[config.mk]
export PLATFORM = sky130hd
export DESIGN_NAME = dma_dsc_issuer
export DESIGN_NICKNAME = d
export VERILOG_FILES = /design/src/rtl/dma_dsc_pkg.sv /design/src/rtl/dma_dsc_issuer_keep_popcount.sv /design/src/rtl/dma_dsc_issuer.sv
export SDC_FILE = /design/constraint.sdc
export NUM_CORES = 1
export LEC_CHECK = 0
export ABC_AREA = 1
export CAP_MARGIN = 20
export CORE_MARGIN = 2
export CORE_UTILIZATION = 56
export DETAILED_ROUTE_END_ITERATION = 6
export GPL_ROUTABILITY_DRIVEN = 0
export PLACE_DENSITY = 0.83
export SETUP_SLACK_MARGIN = 0.05
export SYNTH_ARGS = -nofsm -noshare
export SYNTH_HDL_FRONTEND = slang
export SYNTH_HIERARCHICAL = 1
export SYNTH_SLANG_ARGS = --single-unit
[constraint.sdc]
create_clock -name pcie_clk -period 8.1 [get_ports pcie_clk]
set_clock_uncertainty 0.1 [all_clocks]
set_input_delay 1.62 -clock pcie_clk [delete_from_list [all_inputs] [get_ports pcie_clk]]
set_output_delay 1.62 -clock pcie_clk [all_outputs]
set_load 0.01 [all_outputs]
[src/rtl/dma_dsc_pkg.sv]
// Shared types for the XDMA descriptor-bypass issuer.
// States, command bundle and popcount width helper.
package dma_dsc_pkg;

  typedef enum logic [1:0] {
    IDLE,
    ISSUE,
    WAIT_DATA,
    DONE
  } dsc_state_e;

  localparam int DSC_TAG_W = 8;

  typedef struct packed {
    logic [63:0]          addr;
    logic [31:0]          len;
    logic [DSC_TAG_W-1:0] tag;
  } dsc_cmd_t;

  function automatic int pop_w(input int keep_w);
    return $clog2(keep_w) + 1;
  endfunction

endpackage

[src/rtl/dma_dsc_issuer_keep_popcount.sv]
// Counts set byte-enables of one stream beat.
// Purely combinational.
module keep_popcount
  import dma_dsc_pkg::*;
#(
  parameter  int KEEP_W = 64,
  localparam int CNT_W  = pop_w(KEEP_W)
) (
  input  logic [KEEP_W-1:0] keep,
  output logic [CNT_W-1:0]  cnt
);

  // sum of enabled bytes
  always_comb begin
    cnt = '0;
    for (int i = 0; i < KEEP_W; i++) begin
      cnt = cnt + CNT_W'(keep[i]);
    end
  end

endmodule

[src/rtl/dma_dsc_issuer.sv]
// Splits a host transfer command into bypass descriptors
// and reports completion once the paired stream moved cmd_len bytes.
module dma_dsc_issuer
  import dma_dsc_pkg::*;
#(
  parameter int MAX_DSC_BYTES = 32768,
  parameter int TAG_W         = DSC_TAG_W,
  parameter int KEEP_W        = 64
) (
  input  logic              pcie_clk,
  input  logic              pcie_rst,
  input  logic              cmd_valid,
  output logic              cmd_ready,
  input  logic [63:0]       cmd_addr,
  input  logic [31:0]       cmd_len,
  input  logic [TAG_W-1:0]  cmd_tag,
  input  logic              dsc_byp_ready,
  output logic [63:0]       dsc_byp_addr,
  output logic [31:0]       dsc_byp_len,
  output logic              dsc_byp_load,
  input  logic              mon_valid,
  input  logic              mon_ready,
  input  logic [KEEP_W-1:0] mon_keep,
  output logic              done_valid,
  output logic [TAG_W-1:0]  done_tag,
  output logic [31:0]       done_len,
  output logic              err_overrun,
  output logic              busy
);

  localparam int CNT_W = pop_w(KEEP_W);

  dsc_state_e        state_q, state_d;
  dsc_cmd_t          cmd_q, cmd_d;
  logic [31:0]       rem_q, rem_d;
  logic [31:0]       dsc_len_q, dsc_len_d;
  logic [31:0]       cnt_q, cnt_d;
  logic              err_q, err_d;
  logic [63:0]       nxt_addr;
  logic [31:0]       nxt_rem;
  logic [CNT_W-1:0]  beat_bytes;

  // bytes up to the next aligned boundary, capped by what remains
  function automatic logic [31:0] seg_of(
    input logic [63:0] a,
    input logic [31:0] r
  );
    logic [31:0] room;
    room = 32'(MAX_DSC_BYTES) -
           32'(a & 64'(MAX_DSC_BYTES - 1));
    return (r < room) ? r : room;
  endfunction

  keep_popcount #(
    .KEEP_W (KEEP_W)
  ) u_pop (
    .keep (mon_keep),
    .cnt  (beat_bytes)
  );

  assign cmd_ready    = (state_q == IDLE);
  assign busy         = (state_q != IDLE);
  assign dsc_byp_addr = cmd_q.addr;
  assign dsc_byp_len  = dsc_len_q;
  assign dsc_byp_load = (state_q == ISSUE) & dsc_byp_ready;
  assign done_valid   = (state_q == DONE);
  assign done_tag     = TAG_W'(cmd_q.tag);
  assign done_len     = cmd_q.len;
  assign err_overrun  = err_q;

  // next-state, descriptor walk and byte monitor
  always_comb begin
    state_d   = state_q;
    cmd_d     = cmd_q;
    rem_d     = rem_q;
    dsc_len_d = dsc_len_q;
    cnt_d     = cnt_q;
    err_d     = err_q;
    nxt_addr  = cmd_q.addr + 64'(dsc_len_q);
    nxt_rem   = rem_q - dsc_len_q;

    if (mon_valid && mon_ready &&
        (state_q == ISSUE || state_q == WAIT_DATA)) begin
      cnt_d = cnt_q + 32'(beat_bytes);
    end

    unique case (state_q)
      IDLE: begin
        if (cmd_valid) begin
          cmd_d.addr = cmd_addr;
          cmd_d.len  = cmd_len;
          cmd_d.tag  = DSC_TAG_W'(cmd_tag);
          rem_d      = cmd_len;
          dsc_len_d  = seg_of(cmd_addr, cmd_len);
          cnt_d      = '0;
          state_d    = (cmd_len == '0) ? DONE : ISSUE;
        end
      end
      ISSUE: begin
        if (dsc_byp_ready) begin
          cmd_d.addr = nxt_addr;
          rem_d      = nxt_rem;
          dsc_len_d  = seg_of(nxt_addr, nxt_rem);
          if (nxt_rem == '0) begin
            state_d = WAIT_DATA;
          end
        end
      end
      WAIT_DATA: begin
        if (cnt_d > cmd_q.len) begin
          err_d = 1'b1;
        end
        if (cnt_d >= cmd_q.len) begin
          state_d = DONE;
        end
      end
      DONE: begin
        state_d = IDLE;
      end
      default: begin
        state_d = IDLE;
      end
    endcase
  end

  // state and datapath registers
  always_ff @(posedge pcie_clk or posedge pcie_rst) begin
    if (pcie_rst) begin
      state_q   <= IDLE;
      cmd_q     <= '0;
      rem_q     <= '0;
      dsc_len_q <= '0;
      cnt_q     <= '0;
      err_q     <= 1'b0;
    end else begin
      state_q   <= state_d;
      cmd_q     <= cmd_d;
      rem_q     <= rem_d;
      dsc_len_q <= dsc_len_d;
      cnt_q     <= cnt_d;
      err_q     <= err_d;
    end
  end

endmodule
==> metrics.txt <==
Syn. warnings=6; CP peak stage delay=0.55 ns; fraction of layout cells with a size suffix above 1=10.6%; synthesized netlist cell count=2985; Critical Path RT=8.50 ns; clock root cell=clkbuf_16; crit-path most repeated cell=fa_1; Worst Setup SP=mon_keep[3]; Final Slew Violations=0; period utilization=127%; Tmin final=10.26 ns; # DRC=12; via density per instance=5.92; routed len/inst=19.6 um; kind of end point of the critical path=flip-flop; largest cells by area after synthesis=dfrtp_1, nand2_1, inv_1, ha_1, a21oi_1; CTS tree=yes; most common flop cell mapped by yosys=dfrtp_1; CP Launch Type=input pin; area of the core=34600 sq um; Placed Cells=3753; commonest non-fill, non-tap cell in the layout=nand2_1; Worst Tran Pin Value=1.07 ns; data arrival time of the critical path=10.66 ns; CP max FO=3; TritonCTS Buffers=26; hold_ws=0.381 ns; Worst R2R Start=dsc_byp_len[0]; syn_area_per_cell=6.61 sq um; cell taking the most area after synthesis=dfrtp_1; Synth Cell Area=19700 sq um; Adder-Cell Fraction of Synth Area=15.7%; most frequent cells in the layout=nand2_1, inv_1, nor2_1, a21oi_1, clkdlybuf4s50_1; fin nets=3732; final core occ=73.6%; Initial Util=57.0%; mux contribution to synthesized area=0.0507%; critical path class=input pin to flip-flop; DRT Wirelength=74700 um; Area Overhead vs Synth=29.3%; Die Y=192 um; R2R Path End=dsc_byp_len[1]; failing checks=DRC, setup timing; #FFs+latches synth=203; Synth Net Count=3372; non-filler cells, final=3818; Total GRT Usage=37.8%; post-route setup slack=-2.16 ns; share of the synthesized area in the top cell type=25.8%; die area=36700 sq um; Post-Place Worst Slack=-2.71 ns; FFs w/ async S/R, synth=100%; ANT nets after route=0; global-route wire length before repair=109000 um; WHS Path Cells=2; reg2reg setup slack=2.72 ns; Hold Violations, Final=0; Iter 0 DRT Violations=2534; Max transition margin=28.7%; Hold Crit Class=flip-flop to flip-flop; initial antenna violation count=4; Clock Latency Late Sink=0.56 ns; area share of xor/xnor cells in the synthesized design=3.47%; Vias=22600; row count=68; f_max=97.5 MHz; Worst Setup EP=state_q[0]; vias in the first global route=21300; status=complete, but fails checks; RSZ-0062 raised after global routing=yes; Synth Area in Compound Gates=14.0%; Max H-tree Level=1; pin count of the biggest net entering global routing=131; clock-pin slew on the worst setup and hold paths=0.07 ns; Max Cap Violations=0; clk buf depth=3; DR pass1 iterations=7; final setup fails=28; Post-Synth Simple-Gate Area=29.1%; num ports=315; Die X=192 um; grt ovf=0; sequential area share after synthesis=25.8%; CP max-delay cell=fa_1; Unique masters post-synth=51; dpl hpwl=54500 um; Post-synth EDFFs=0; main combinational cell family by area after synthesis=simple AND/OR/NAND/NOR gates; Worst R2R Path Depth=23; # clock sinks=203; buffers added on ports=314
[repair_timing]
action,in CTS,in global routing
setup buffers,15,16
hold buffers,0,0
pin swaps,78,84
resized for setup,103,130
endpoints found under the setup margin,32,32
[logic make-up (layout without fill, tap and decap cells)]
kind of cell    count (synthesis)  count (layout)
compound gates                514             514
simple gates                 1353            1353
buf+inv                       625            1002
xor+xnor                       76              76
other cells                     0               1
fa+ha+maj                     213             213
flops                         203             203
mux                             1               1
[how the worst min path moves through the flow]
stage	slack (ns)	endpoint	start
floorplan	0.35	rem_q[10]	rem_q[10]
global placement	0.36	done_tag[4]	done_tag[4]
detailed placement	0.37	done_tag[0]	done_tag[0]
CTS	0.38	done_tag[0]	done_tag[0]
global route	0.40	done_tag[3]	done_tag[3]
finish	0.38	done_tag[0]	done_tag[0]
[layout make-up]
| type | count | area, sq um |
|---|---|---|
| Sequential cell | 203 | 5080 |
| Inverter | 557 | 2100 |
| Timing Repair Buffer | 400 | 3870 |
| Tap cell | 455 | 569 |
| Multi-Input combinational cell | 2157 | 13100 |
| Clock buffer | 36 | 738 |
| Antenna cell | 1 | 2.50 |
| Fill cell | 2616 | 9130 |
| Clock inverter | 9 | 85.1 |
[state kept, by name (all words and copies together) (netlist names)]
name	flops
dsc_byp_addr	64
cnt_q	32
done_len	32
dsc_byp_len	32
rem_q	32
done_tag	8
state_q	2
err_overrun	1
[worst max-delay path, delay by kind of cell]
family,cells,cell delay [ns]
XOR/XNOR,1,0.28
buffers and inverters,8,0.60
adder cells (fa/ha/maj),12,5.35
AND/OR/NAND/NOR,15,1.55
AO/OA/AOI/OAI,7,1.25
[cells in the mapped netlist, types with 11 or more instances]
cell type / number
ha_1: 156
nand3_2: 11
a21oi_1: 299
xor2_1: 52
fa_1: 57
a22oi_1: 21
inv_1: 545
nor4_1: 18
o21ai_0: 141
dfrtp_1: 203
a21oi_2: 11
nor2_2: 13
nor3_1: 34
xnor2_1: 23
nand2_1: 708
nor2_1: 331
clkbuf_1: 57
nand4_1: 41
nand3_1: 152
nand2_2: 20
[routing by layer]
layer / track usage (%) / vias up / part of all wire [%]
li1: - / 10200 / -
met1: 45.9 / 10400 / 35
met2: 62.6 / 1565 / 46
met3: 6.58 / 460 / 11
met4: 23.1 / 0 / 8.7
met5: 0 / - / 0
[metrics by stage]
step,instance area (sq um),TNS (ns)
floorplan,19800,-9.20
global placement,23800,-31.62
detailed placement,23800,-38.11
CTS,25000,-13.61
global route,25500,-23.57
finish,25500,-17.83
Power is not shown: default switching activity piles up to over one toggle a cycle in this logic, so the estimate is an artifact.
